===== src/rtl/exec_sequencer_pkg.sv =====
// rtl/exec_sequencer_pkg.sv - shared state codes, stop causes and drain default for the exec sequencer
package exec_sequencer_pkg;

  localparam int DRAIN_CYCLES_DEF = 4;

  // HALTED needs the extra bit; the external state code folds it onto DRAIN's code
  typedef enum logic [2:0] {
    ST_IDLE   = 3'd0,
    ST_RUN    = 3'd1,
    ST_STEP   = 3'd2,
    ST_DRAIN  = 3'd3,
    ST_HALTED = 3'd4
  } seq_state_e;

  typedef enum logic [1:0] {
    CAUSE_USER  = 2'd0,
    CAUSE_HALT  = 2'd1,
    CAUSE_BREAK = 2'd2,
    CAUSE_LIMIT = 2'd3
  } stop_cause_e;

  function automatic logic [1:0] state_code(input logic [2:0] s);
    return (s == ST_HALTED) ? 2'd3 : s[1:0];
  endfunction

endpackage


===== src/rtl/exec_sequencer_if.sv =====
// rtl/exec_sequencer_if.sv - control/status bundle between the debug front end and the exec sequencer
interface exec_sequencer_if;
  logic        exec_pulse;
  logic        mode_step;
  logic        halt_in;
  logic        stall_req;
  logic        bp_en;
  logic [15:0] bp_addr;
  logic [15:0] pc;
  logic [15:0] run_limit;
  logic        ce_fetch;
  logic        ce_pipe;
  logic [1:0]  state;
  logic [1:0]  stop_cause;
  logic [31:0] cycle_count;
  logic        busy;

  modport master (
    output exec_pulse, mode_step, halt_in, stall_req, bp_en, bp_addr, pc, run_limit,
    input  ce_fetch, ce_pipe, state, stop_cause, cycle_count, busy
  );

  modport slave (
    input  exec_pulse, mode_step, halt_in, stall_req, bp_en, bp_addr, pc, run_limit,
    output ce_fetch, ce_pipe, state, stop_cause, cycle_count, busy
  );
endinterface


===== src/rtl/exec_sequencer_sat_counter32.sv =====
// rtl/exec_sequencer_sat_counter32.sv - 32-bit enabled counter that sticks at all-ones
module sat_counter32 (
  input  logic        clk,
  input  logic        rst_n,
  input  logic        en,
  output logic [31:0] count
);

  always_ff @(posedge clk or negedge rst_n) begin
    if (!rst_n)
      count <= '0;
    else if (en && count != 32'hFFFF_FFFF)
      count <= count + 32'd1;
  end

endmodule


===== src/rtl/exec_sequencer.sv =====
// rtl/exec_sequencer.sv - run/step/drain/halt sequencer producing pipeline clock enables
module exec_sequencer
  import exec_sequencer_pkg::*;
#(
  parameter int DRAIN_CYCLES = DRAIN_CYCLES_DEF
) (
  input logic             clk,
  input logic             rst_n,
  exec_sequencer_if.slave bus
);

  localparam logic [15:0] DRAIN_LOAD = 16'(DRAIN_CYCLES - 1);

  seq_state_e  st;
  stop_cause_e cause;
  logic [15:0] run_cnt;
  logic [15:0] drain_cnt;
  logic        bp_armed;

  logic        fetch_st;
  logic        break_hit;
  logic        limit_hit;
  logic        user_hit;
  logic        stop_hit;
  stop_cause_e stop_sel;

  assign fetch_st        = (st == ST_RUN) || (st == ST_STEP);
  assign bus.ce_fetch    = fetch_st && !bus.stall_req;
  assign bus.ce_pipe     = fetch_st || (st == ST_DRAIN);
  assign bus.busy        = bus.ce_pipe;
  assign bus.state       = state_code(st);
  assign bus.stop_cause  = cause;

  assign break_hit = bus.bp_en && (bus.pc == bus.bp_addr) && bus.ce_fetch && bp_armed;
  assign limit_hit = (st == ST_RUN) && (bus.run_limit != 16'd0) &&
                     (run_cnt == bus.run_limit - 16'd1);
  assign user_hit  = (st == ST_RUN) && bus.exec_pulse;

  always_comb begin
    stop_hit = 1'b1;
    stop_sel = CAUSE_USER;
    if (bus.halt_in)     stop_sel = CAUSE_HALT;
    else if (break_hit)  stop_sel = CAUSE_BREAK;
    else if (limit_hit)  stop_sel = CAUSE_LIMIT;
    else if (user_hit)   stop_sel = CAUSE_USER;
    else                 stop_hit = 1'b0;
  end

  always_ff @(posedge clk or negedge rst_n) begin
    if (!rst_n) begin
      st        <= ST_IDLE;
      cause     <= CAUSE_USER;
      run_cnt   <= '0;
      drain_cnt <= '0;
      bp_armed  <= 1'b0;
    end else begin
      // breakpoint re-arms only once the PC has moved off the breakpoint address
      if (bus.pc != bus.bp_addr)
        bp_armed <= 1'b1;
      else if (break_hit)
        bp_armed <= 1'b0;

      case (st)
        ST_IDLE: begin
          if (bus.exec_pulse) begin
            if (bus.mode_step) begin
              st <= ST_STEP;
            end else begin
              st      <= ST_RUN;
              run_cnt <= '0;
            end
          end
        end
        ST_RUN, ST_STEP: begin
          if (st == ST_RUN)
            run_cnt <= run_cnt + 16'd1;
          if (fetch_st && stop_hit) begin
            st        <= ST_DRAIN;
            cause     <= stop_sel;
            drain_cnt <= DRAIN_LOAD;
          end else if (st == ST_STEP) begin
            st <= ST_IDLE;
          end
        end
        ST_DRAIN: begin
          if (drain_cnt == 16'd0)
            st <= (cause == CAUSE_HALT) ? ST_HALTED : ST_IDLE;
          else
            drain_cnt <= drain_cnt - 16'd1;
        end
        ST_HALTED: st <= ST_HALTED;
        default:   st <= ST_IDLE;
      endcase
    end
  end

  sat_counter32 u_cycle_cnt (
    .clk   (clk),
    .rst_n (rst_n),
    .en    (bus.ce_pipe),
    .count (bus.cycle_count)
  );

endmodule


===== src/flat_wrapper.sv =====
// flat-port wrapper written by rule: the top's interface ports become plain ports
module exec_sequencer_flat import exec_sequencer_pkg::*;
#(
  parameter int DRAIN_CYCLES = DRAIN_CYCLES_DEF
)
  (clk, rst_n, bus_exec_pulse, bus_mode_step, bus_halt_in, bus_stall_req, bus_bp_en, bus_bp_addr, bus_pc, bus_run_limit, bus_ce_fetch, bus_ce_pipe, bus_state, bus_stop_cause, bus_cycle_count, bus_busy);
  exec_sequencer_if bus_i ();
  input logic clk;
  input logic rst_n;
  input wire logic [$bits(bus_i.exec_pulse)-1:0] bus_exec_pulse;
  input wire logic [$bits(bus_i.mode_step)-1:0] bus_mode_step;
  input wire logic [$bits(bus_i.halt_in)-1:0] bus_halt_in;
  input wire logic [$bits(bus_i.stall_req)-1:0] bus_stall_req;
  input wire logic [$bits(bus_i.bp_en)-1:0] bus_bp_en;
  input wire logic [$bits(bus_i.bp_addr)-1:0] bus_bp_addr;
  input wire logic [$bits(bus_i.pc)-1:0] bus_pc;
  input wire logic [$bits(bus_i.run_limit)-1:0] bus_run_limit;
  output wire logic [$bits(bus_i.ce_fetch)-1:0] bus_ce_fetch;
  output wire logic [$bits(bus_i.ce_pipe)-1:0] bus_ce_pipe;
  output wire logic [$bits(bus_i.state)-1:0] bus_state;
  output wire logic [$bits(bus_i.stop_cause)-1:0] bus_stop_cause;
  output wire logic [$bits(bus_i.cycle_count)-1:0] bus_cycle_count;
  output wire logic [$bits(bus_i.busy)-1:0] bus_busy;
  assign bus_i.exec_pulse = bus_exec_pulse;
  assign bus_i.mode_step = bus_mode_step;
  assign bus_i.halt_in = bus_halt_in;
  assign bus_i.stall_req = bus_stall_req;
  assign bus_i.bp_en = bus_bp_en;
  assign bus_i.bp_addr = bus_bp_addr;
  assign bus_i.pc = bus_pc;
  assign bus_i.run_limit = bus_run_limit;
  assign bus_ce_fetch = bus_i.ce_fetch;
  assign bus_ce_pipe = bus_i.ce_pipe;
  assign bus_state = bus_i.state;
  assign bus_stop_cause = bus_i.stop_cause;
  assign bus_cycle_count = bus_i.cycle_count;
  assign bus_busy = bus_i.busy;
  exec_sequencer #(.DRAIN_CYCLES(DRAIN_CYCLES)) u_core (.clk(clk), .rst_n(rst_n), .bus(bus_i));
endmodule

===== config.mk =====
export PLATFORM = sky130hd
export DESIGN_NAME = exec_sequencer_flat
export DESIGN_NICKNAME = d
export VERILOG_FILES = /design/src/rtl/exec_sequencer_pkg.sv /design/src/rtl/exec_sequencer_if.sv /design/src/rtl/exec_sequencer_sat_counter32.sv /design/src/rtl/exec_sequencer.sv /design/src/flat_wrapper.sv
export SDC_FILE = /design/constraint.sdc
export NUM_CORES = 1
export LEC_CHECK = 0
export CORE_AREA = 2 2 99 101
export DETAILED_ROUTE_END_ITERATION = 16
export DIE_AREA = 0 0 101 103
export PLACE_DENSITY = 0.79
export SYNTH_ARGS = -nofsm -noshare
export SYNTH_HDL_FRONTEND = slang
export SYNTH_SLANG_ARGS = --single-unit

===== constraint.sdc =====
create_clock -name clk -period 2.5 [get_ports clk]
set_input_delay 0.5 -clock clk [delete_from_list [all_inputs] [get_ports clk]]
set_output_delay 0.5 -clock clk [all_outputs]
set_load 0.02 [all_outputs]

=== Word level (Yosys, flattened, before mapping) ===
Cells that the tools add are included.

* Register bits: 70
* Input port bits: 55

* Add/subtract/negate cells: 4
* Equality and inequality tests: 16
* Muxes and demuxes: 24
* Reductions and logical operators: 23

{| class="wikitable"
|+ Operator list
! operator !! count
|-
| 16-bit 2-to-1 mux || 5
|-
| 16-bit one-hot mux with 2 select lines || 2
|-
| 32-bit by 1-bit adder with 32-bit output, second input constant || 1
|-
| 16-bit == test || 2
|-
| 32-bit != test, second input constant || 1
|-
| 16-bit by 1-bit subtractor with 16-bit output, second input constant || 2
|-
| 16-bit by 1-bit adder with 16-bit output, second input constant || 1
|-
| 16-bit zero test || 1
|-
| 16-bit != test || 1
|-
| 16-bit nonzero test || 1
|-
| 3-bit 2-to-1 mux || 5
|-
| 3-bit one-hot mux with 4 select lines || 1
|-
| 2-bit 2-to-1 mux || 5
|-
| 1-bit logical AND || 9
|-
| 2-bit != test, second input constant || 4
|-
| 3-bit by 2-bit == test with 1-bit output, second input constant || 2
|-
| 1-bit 2-to-1 mux || 6
|-
| 3-bit AND reduction || 2
|-
| 2-bit nonzero test || 3
|-
| 2-bit by 1-bit != test with 1-bit output, second input constant || 2
|-
| 4-bit AND reduction || 1
|-
| 3-bit by 1-bit == test with 1-bit output, second input constant || 1
|-
| 3-bit == test, second input constant || 1
|-
| 3-bit zero test || 1
|-
| other kinds (6) || 7
|}

=== Longest topological paths before layout ===
Gate-level depths: netlist of the first run.

* Depth in word-level cells: 10
* Depth in mapped cells: 12
* Mapped depth without buffers: 9

=== By module ===
Synthesis of the first run repeated with hierarchy kept, for this count alone.

* Cell total of the unflattened synthesis: 456
* Area total of the unflattened synthesis: 4290.4 um^2

{| class="wikitable"
|+ By module, submodules not included
! module !! times used !! cells an instance !! area each (um^2) !! seq. area each (um^2)
|-
| exec_sequencer || 1 || 305 || 2666.3 || 950.9
|-
| sat_counter32 || 1 || 151 || 1624.1 || 800.8
|}

=== Least setup slack after synthesis of the first run ===
No wires, ideal clock.

* Kind: input-to-reg
* From: in bus_run_limit[0]
* To: reg u_core.drain_cnt[6]
* Library setup time: 0.071 ns
* Arrival: 2.570 ns
* Data required time: 2.429 ns
* Slack: -0.141 ns
* Stages: 12
* Buffers on the path: 3
* Cell sequence: inv_1 ha_1 clkbuf_1 nor2b_1 and4b_1 and4b_1 o41ai_1 a31oi_1 and2_1 buf_2 buf_4 nor2_1

* Cells in the longest elaborated chain, start to end: 9
* Elaborated cells on any way between the ends: 11
* Those cells by class: add/sub (1); eq/ne (2); mux (3); reduce/logical (5)

{| class="wikitable"
|+ Ends and longest elaborated chain
! element !! line !! source
|-
| start, declared || flat_wrapper.sv:17 || <nowiki>input wire logic [$bits(bus_i.run_limit)-1:0] bus_run_limit;</nowiki>
|-
| 16-bit by 1-bit subtractor with 16-bit output or 16-bit nonzero test (tied branches) || exec_sequencer.sv:36, exec_sequencer.sv:35 ||
|-
| 16-bit == test or 1-bit logical AND (tied branches) || exec_sequencer.sv:36, exec_sequencer.sv:35 ||
|-
| 1-bit logical AND * || exec_sequencer.sv:35 || <nowiki>assign limit_hit = (st == ST_RUN) && (bus.run_limit != 16'd0) &&</nowiki>
|-
| 1-bit 2-to-1 mux * || exec_sequencer.sv:44 || <nowiki>else if (limit_hit) stop_sel = CAUSE_LIMIT;</nowiki>
|-
| 1-bit 2-to-1 mux * || exec_sequencer.sv:43 || <nowiki>else if (break_hit) stop_sel = CAUSE_BREAK;</nowiki>
|-
| 1-bit 2-to-1 mux * || exec_sequencer.sv:42 || <nowiki>if (bus.halt_in) stop_sel = CAUSE_HALT;</nowiki>
|-
| 1-bit logical AND * || exec_sequencer.sv:77 || <nowiki>if (fetch_st && stop_hit) begin</nowiki>
|-
| 2-bit by 1-bit != test with 1-bit output (no line) * || - ||
|-
| 3-bit AND reduction (no line) * || - ||
|-
| end signal, assigned || exec_sequencer.sv:89 || <nowiki>drain_cnt <= drain_cnt - 16'd1;</nowiki>
|-
| end, declared || exec_sequencer.sv:17 || <nowiki>logic [15:0] drain_cnt;</nowiki>
|}

Every way passes the cells marked *; elsewhere a longest branch is shown, timed or not.
A chain may end at the register's enable or synchronous reset.

=== Worst setup path in the final report of the first run ===
* From: in bus_run_limit[7]
* To: reg u_core.drain_cnt[8]

The elaborated chain is that of the path after synthesis.

==> results.cfg, run 1 <==
[global_routing]
antenna_found_initial = 0
grt_pass1_wl_mm = 17.1
grt_usage_pct = 20.7
vias_in_the_first_global_route = 3882
maximum_number_of_pins_on_one_net_before_global_route_repair = 39
overflow = 0

[placed_design]
io_buffers = 93
routabilityCongestion = 0.890
dpl-instance-area_mm2 = 0.00553
detailedPlacementHpwl_mm = 8.11

[setup_path]
r2r_end = u_core.drain_cnt[14]$_DFFE_PN0P_
reg2reg_setup_slack_ps = 140
worst_r2r_path_depth = 7
worstSetupEndpointType = register
critPathKind = primary input to register
critical-path-top-cell-by-count = sky130_fd_sc_hd__nor2_1
worst-endpoint-required_ps = 2780
timing.critical_path.slowest_cell_delay_ps = 450
worst-path-max-fanout = 14
cp_cell_sequence = clkdlybuf4s50_1, nor4_2, buf_4, and4b_2, nor2_1, o41ai_2, a31oi_2, and2_4, buf_12, nor2_1
worst_setup_path_start_kind = primary input
cp_slowest_cell = sky130_fd_sc_hd__clkdlybuf4s50_1
crit-reg2reg-launch = u_core.drain_cnt[6]$_DFFE_PN0P_
worst-endpoint-arrival_ps = 2720

[yosys]
syn_area_per_cell_um2 = 9.17
synth_seq_cells = 70
asr_flop_ratio_synth_pct = 100
synth.most_common_cell = sky130_fd_sc_hd__dfrtp_1
post-synth-top-area-cell = sky130_fd_sc_hd__dfrtp_1
postSynthCellCount = 453
ys_seq_area_share_pct = 42.2
post_synth_cell_types = 57
postSynthNetCount = 513
edff_count_synth = 0
ys_top_cells_by_count = 70 x sky130_fd_sc_hd__dfrtp_1, 58 x sky130_fd_sc_hd__xnor2_1, 55 x sky130_fd_sc_hd__nor2_1, 43 x sky130_fd_sc_hd__nand2_1, 31 x sky130_fd_sc_hd__xor2_1
syn_area_mm2 = 0.00416
area_share_of_the_leading_cell_type_in_the_synthesized_netlist_pct = 42.2
synth-main-ff-cell = sky130_fd_sc_hd__dfrtp_1
ys_warn_count = 0
synth_area_leaders = sky130_fd_sc_hd__dfrtp_1 42%, sky130_fd_sc_hd__xnor2_1 12%, sky130_fd_sc_hd__xor2_1 6.5%

[timing]
timing.clock.skew_ps = 16.1
setup_repair_after_global_routing_missed_its_margin = yes
final.setup.tns_ps = 0
slew_headroom_pct = 40.8
max_clock_freq_mhz = 410
timing_hold_violations_final = 0
finalSetupViolations = 0
final_hold_slack_ps = 265
period_minus_slack_ps = 2440
final.period_utilization_pct = 97.5
finalMaxSlewViolations = 0
max_slew.worst_pin.slew_ps = 888

[cts]
ctsHtreeMaxLevel = 3
cts-buffers-inserted = 9
cts.hold.buffers_added = 0
tritoncts_clock_tree = built
clock_insertion_delay_worst_skew_ps = 350
cts_max_path_buffers = 2
worst_setup_hold_path_clk_slew_ps = 80
cts_root_buffer = sky130_fd_sc_hd__clkbuf_8
cts.sinks = 70

[route]
detail_route.wl_per_cell_um = 14.7
detailroute.via_count = 3842
routed_wirelength_mm = 10.4
first_iter_violations = 173
drt-vias-per-instance = 5.42
drc = 0
antenna_left = 0
drtPass1Iterations = 4

[die]
core_mm2 = 0.00946
die_area_mm2 = 0.0104
height_of_the_die_um = 103
initial_core_util_pct = 43.9
overall_die_width_um = 101
row_count = 36
pin_count = 94

[cells_and_area]
area_growth_pct = 39.7
final_area_mm2 = 0.00580
finalNetCount = 650
drive_gt1_share_pct = 16.5
finish.utilization_pct = 61.3
antenna-diode-count = 0

[job]
cap_viol_max_count = 0

[pwr]
ir_worst_vdd_mv = 0.566
power_density_mw_per_mm2 = 759
report.power.total_w = 0.00440
total_leakage_power_nw = 2.50

[hold_path]
min_path_type = primary input to async pin

[outcome]
run_status = finished clean
==> worst max-delay path by stage <==
stage	cells past startpoint	endpoint	startpoint	slack, ps
global route	10	u_core.bus.stop_cause[0]$_DFFE_PN0P_	bus_run_limit[7]	-7
CTS	9	u_core.drain_cnt[2]$_DFFE_PN0P_	bus_run_limit[0]	5
floorplan	9	u_core.drain_cnt[15]$_DFFE_PN0P_	bus_run_limit[2]	8
global placement	9	u_core.drain_cnt[2]$_DFFE_PN0P_	bus_run_limit[2]	-480
finish	10	u_core.drain_cnt[8]$_DFFE_PN0P_	bus_run_limit[7]	60
detailed placement	12	u_core.drain_cnt[10]$_DFFE_PN0P_	bus_run_limit[0]	-600
==> routing by layer <==
| metal | part of all wire (%) | GRT usage, % | up-vias |
|---|---|---|---|
| li1 | - | - | 1850 |
| met1 | 41 | 24.3 | 1847 |
| met2 | 51 | 36.7 | 108 |
| met3 | 4.1 | 2.98 | 37 |
| met4 | 4.0 | 11.3 | 0 |
| met5 | 0 | 0 | - |
==> registers in the layout, summed over array words and instances (netlist names) <==
register                  flops
u_core.bus.stop_cause         2
u_core.u_cycle_cnt.count     32
u_core.bp_armed               1
u_core.drain_cnt             16
u_core.run_cnt               16
u_core.st                     3
==> worst max-delay path: cells and delay by family <==
| kind | cells | cell delay [ps] |
|---|---|---|
| buffers and inverters | 3 | 760 |
| AND/OR/NAND/NOR | 5 | 900 |
| AO/OA/AOI/OAI | 2 | 550 |
==> kinds of logic after synthesis <==
group	count (synthesis)	synth area share [%]
flip-flops	70	42.2
multiplexers	1	0.241
AND/OR/NAND/NOR	204	25.7
buffers and inverters	31	3.46
AO/OA/AOI/OAI	53	8.19
adder cells (fa/ha/maj)	5	1.51
XOR/XNOR	89	18.8
==> stage by stage <==
| step | worst slack (ps) | instances |
|---|---|---|
| 2_1_floorplan | 8.23 | 453 |
| 3_3_place_gp | -481 | 692 |
| 3_5_place_dp | -600 | 692 |
| 4_1_cts | 4.95 | 708 |
| 5_1_grt | -7.05 | 709 |
| 6_report | 63.2 | 709 |
==> timing repair <==
action | CTS | global route
setup endpoints to repair | 24 | 29
resized for setup | 19 | 14
gates cloned | 0 | 0
buffers inserted | 0 | 1
pin swaps | 5 | 7
==> layout make-up <==
cell class,instances,area (µm²)
clock buffer,10,138
clock inverter,6,68.8
fill,804,3660
inverter,17,63.8
multi-input combinational,352,2340
sequential,70,1760
tap,114,143
timing repair buffer,140,1290
==> report_power, final <==
group	switching, W	internal [W]
Sequential	0.000284	0.00138
Combinational	0.000930	0.000873
Clock	0.000447	0.000493
==> placed cells by master (no fill, tap or decap), drive strengths merged, types with 6 or more instances in the layout <==
master,count
clkdlybuf4s50,86
o21ai,11
buf,48
nor3,16
nand4,19
nor2,55
inv,18
and3,9
clkbuf,13
or4,6
xor2,31
a21oi,16
dfrtp,70
nor4,6
nand3,20
xnor2,58
nand2,43
No activity file was read; power rests on OpenSTA's default activity.
==> run 2, diff against run 1 <==
Settings changed: GPL_ROUTABILITY_DRIVEN from default to 0.
Clock period 2.5 ns to 2.2 ns, I/O delays scaled along.
==> run 2 against run 1 <==
- power grew 30%
- count of clock-buffer cells in the layout shrank 1
- critical path type unchanged
- the run now ends with setup timing left
- combinational power up 48%
- sequential power rose by 11%
- clock power up 29%
- design area up 13%
- routed wire length rose by 17%
- critical endpoint is now u_core.drain_cnt[10]$_DFFE_PN0P_
- first-iteration DRC count fell by 5.8%
- cell count is 6.5% higher
- clock skew grew 0.68 ps
- die area is the same
- global-route usage rose by 2.9 points
==> results.cfg, run 2 (same netlist as run 1, synthesis figures left out) <==
[outcome]
run_status = finished with violations
failed_checks = setup timing

[hold_path]
min_path_type = primary input to async pin

[pwr]
clkPwrFrac_pct = 21.1
total_leakage_power_nw = 2.79
power_density_mw_per_mm2 = 875
share_comb_of_total_power_pct = 46.6
pwr-share-seq_pct = 32.3
switching_power_w = 0.00219
internal-power_w = 0.00353
swShare_pct = 38.3
ir_worst_vdd_mv = 0.515

[global_routing]
antenna_found_initial = 0
maximum_number_of_pins_on_one_net_before_global_route_repair = 71
vias_in_the_first_global_route = 4262
grt_usage_pct = 23.6
grt_pass1_wl_mm = 19.5
overflow = 0

[timing]
max_slew.worst_pin.slew_ps = 390
timing.clock.skew_ps = 16.8
setup_slack_ps = -90.4
setup_repair_after_global_routing_missed_its_margin = yes
finalMaxSlewViolations = 0
period_minus_slack_ps = 2290
max_clock_freq_mhz = 437
timing_hold_violations_final = 0
final.period_utilization_pct = 104
slew_headroom_pct = 74.0
finalSetupViolations = 18

[cts]
cts.sinks = 70
cts_root_buffer = sky130_fd_sc_hd__clkbuf_8
tritoncts_clock_tree = built
cts-buffers-inserted = 9
clock_insertion_delay_worst_skew_ps = 360
cts.hold.buffers_added = 0
cts_max_path_buffers = 2
worst_setup_hold_path_clk_slew_ps = 100
ctsHtreeMaxLevel = 3

[setup_path]
critPathKind = primary input to register
setup.worst_path.start = bus_run_limit[2]
worst-endpoint-required_ps = 2440
worstSetupEndpointType = register
worst_setup_path_start_kind = primary input
r2r_end = u_core.u_cycle_cnt.count[27]$_DFFE_PN0P_
worst-path-max-fanout = 7
worst_r2r_path_depth = 8
worst-endpoint-arrival_ps = 2530
crit-reg2reg-launch = u_core.u_cycle_cnt.count[10]$_DFFE_PN0P_
endpoint = u_core.drain_cnt[10]$_DFFE_PN0P_
reg2reg_setup_slack_ps = -50

[die]
die_area_mm2 = 0.0104
pin_count = 94
overall_die_width_um = 101
core_mm2 = 0.00946
height_of_the_die_um = 103
initial_core_util_pct = 43.9
row_count = 36

[placed_design]
detailedPlacementHpwl_mm = 8.39
dp.cells = 723
dpl-instance-area_mm2 = 0.00585
io_buffers = 93

[route]
routed_wirelength_mm = 12.2
drtPass1Iterations = 4
drc = 0
antenna_left = 0
detailroute.via_count = 4116
drt-vias-per-instance = 5.45
detail_route.wl_per_cell_um = 16.1
first_iter_violations = 163

[cells_and_area]
antenna-diode-count = 0
fill_cells = 690
top_register = u_core.u_cycle_cnt.count
mostFrequentLayoutCell = sky130_fd_sc_hd__buf_4
final_area_mm2 = 0.00654
area_growth_pct = 57.4
layoutNonFillerInstCount = 755
drive_gt1_share_pct = 30.3
largest_register_ffs = 32
multi_input_area_mm2 = 0.00264
most-common-layout-cells = 86 x sky130_fd_sc_hd__buf_4, 75 x sky130_fd_sc_hd__clkdlybuf4s50_1, 61 x sky130_fd_sc_hd__dfrtp_1, 55 x sky130_fd_sc_hd__xnor2_1, 41 x sky130_fd_sc_hd__nand2_1
layout_top_registers = u_core.u_cycle_cnt.count: 32 flops, u_core.drain_cnt: 16 flops, u_core.run_cnt: 16 flops
finalNetCount = 696
seq_area_mm2 = 0.00176

[job]
cap_viol_max_count = 0
[run 2: cell types whose count changed in the layout (fill, tap and decap cells not counted), sizes merged]
| cell | previous run | this run |
|---|---|---|
| buf | 48 | 98 |
| bufinv | 1 | 2 |
| clkbuf | 13 | 10 |
| clkdlybuf4s15 | 1 | 5 |
| clkdlybuf4s50 | 86 | 75 |
| clkinv | 3 | 1 |
| dlygate4sd2 | 1 | 7 |
| dlymetal6s2s | 1 | 0 |
| inv | 18 | 20 |
[run 2: critical path: stages]
cell and delay, ps:
sky130_fd_sc_hd__buf_6 100, sky130_fd_sc_hd__or4_4 530, sky130_fd_sc_hd__or3_1 330, sky130_fd_sc_hd__a211oi_2 210, sky130_fd_sc_hd__nand4_1 160, sky130_fd_sc_hd__o31ai_2 300
sky130_fd_sc_hd__and2_4 250, sky130_fd_sc_hd__buf_16 150, sky130_fd_sc_hd__a21oi_2 50
[run 2: final cells by class]
class | instances | area share, %
well taps | 114 | 2.18
repair buffers | 186 | 25.7
multi-input cells | 352 | 40.4
flip-flops and latches | 70 | 27.0
clock buffers | 9 | 1.89
inverters | 17 | 1.32
clock inverters | 7 | 1.57
[run 2: worst min path at each step]
stage	startpoint	endpoint	slack [ps]	cells after the start
final	rst_n	u_core.u_cycle_cnt.count[27]$_DFFE_PN0P_	80	2
after global routing	rst_n	u_core.u_cycle_cnt.count[27]$_DFFE_PN0P_	110	2
after CTS	rst_n	u_core.u_cycle_cnt.count[29]$_DFFE_PN0P_	100	2
after detailed placement	rst_n	u_core.u_cycle_cnt.count[29]$_DFFE_PN0P_	490	2
after global placement	u_core.bp_armed$_DFFE_PN0P_	u_core.bp_armed$_DFFE_PN0P_	480	2
after floorplan	rst_n	u_core.bp_armed$_DFFE_PN0P_	140	0
[run 2: power by group through the flow]
| stage | clock network [W] | logic [W] | registers (W) |
|---|---|---|---|
| 2_1_floorplan | 0 | 0.00115 | 0.00191 |
| 3_3_place_gp | 0 | 0.00210 | 0.00182 |
| 3_5_place_dp | 0 | 0.00219 | 0.00183 |
| 4_1_cts | 0.00122 | 0.00252 | 0.00182 |
| 5_1_grt | 0.00128 | 0.00291 | 0.00188 |
| 6_report | 0.00121 | 0.00267 | 0.00185 |
[run 2: timing repair]
action / 4_1_cts / 5_1_grt
gates cloned: 1 / 0
setup buffers: 14 / 3
pin swaps: 31 / 19
setup endpoints to repair: 37 / 47
gates resized for setup: 85 / 35
[run 2: layer usage]
metal	vias to the layer above	track usage (%)	share of wire, %	wire length, µm
met3	26	4.68	4.7	575
met4	0	10.3	2.2	265
li1	1949	-	-	-
met5	-	0	0	0
met2	111	42.1	52	6380
met1	2030	27.8	41	4960
[run 2: per-stage QoR]
step	TNS, ps	hold slack (ps)	total power [W]	utilization (%)	worst slack (ps)
after floorplan	-2540	144	0.00306	-	-195
after global placement	-15020	483	0.00392	61.9	-763
after detailed placement	-17170	494	0.00402	61.9	-850
after CTS	-821	96.3	0.00556	67.4	-67.3
after global routing	-2930	108	0.00607	69.2	-157
final	-1040	75.3	0.00572	69.2	-90.4
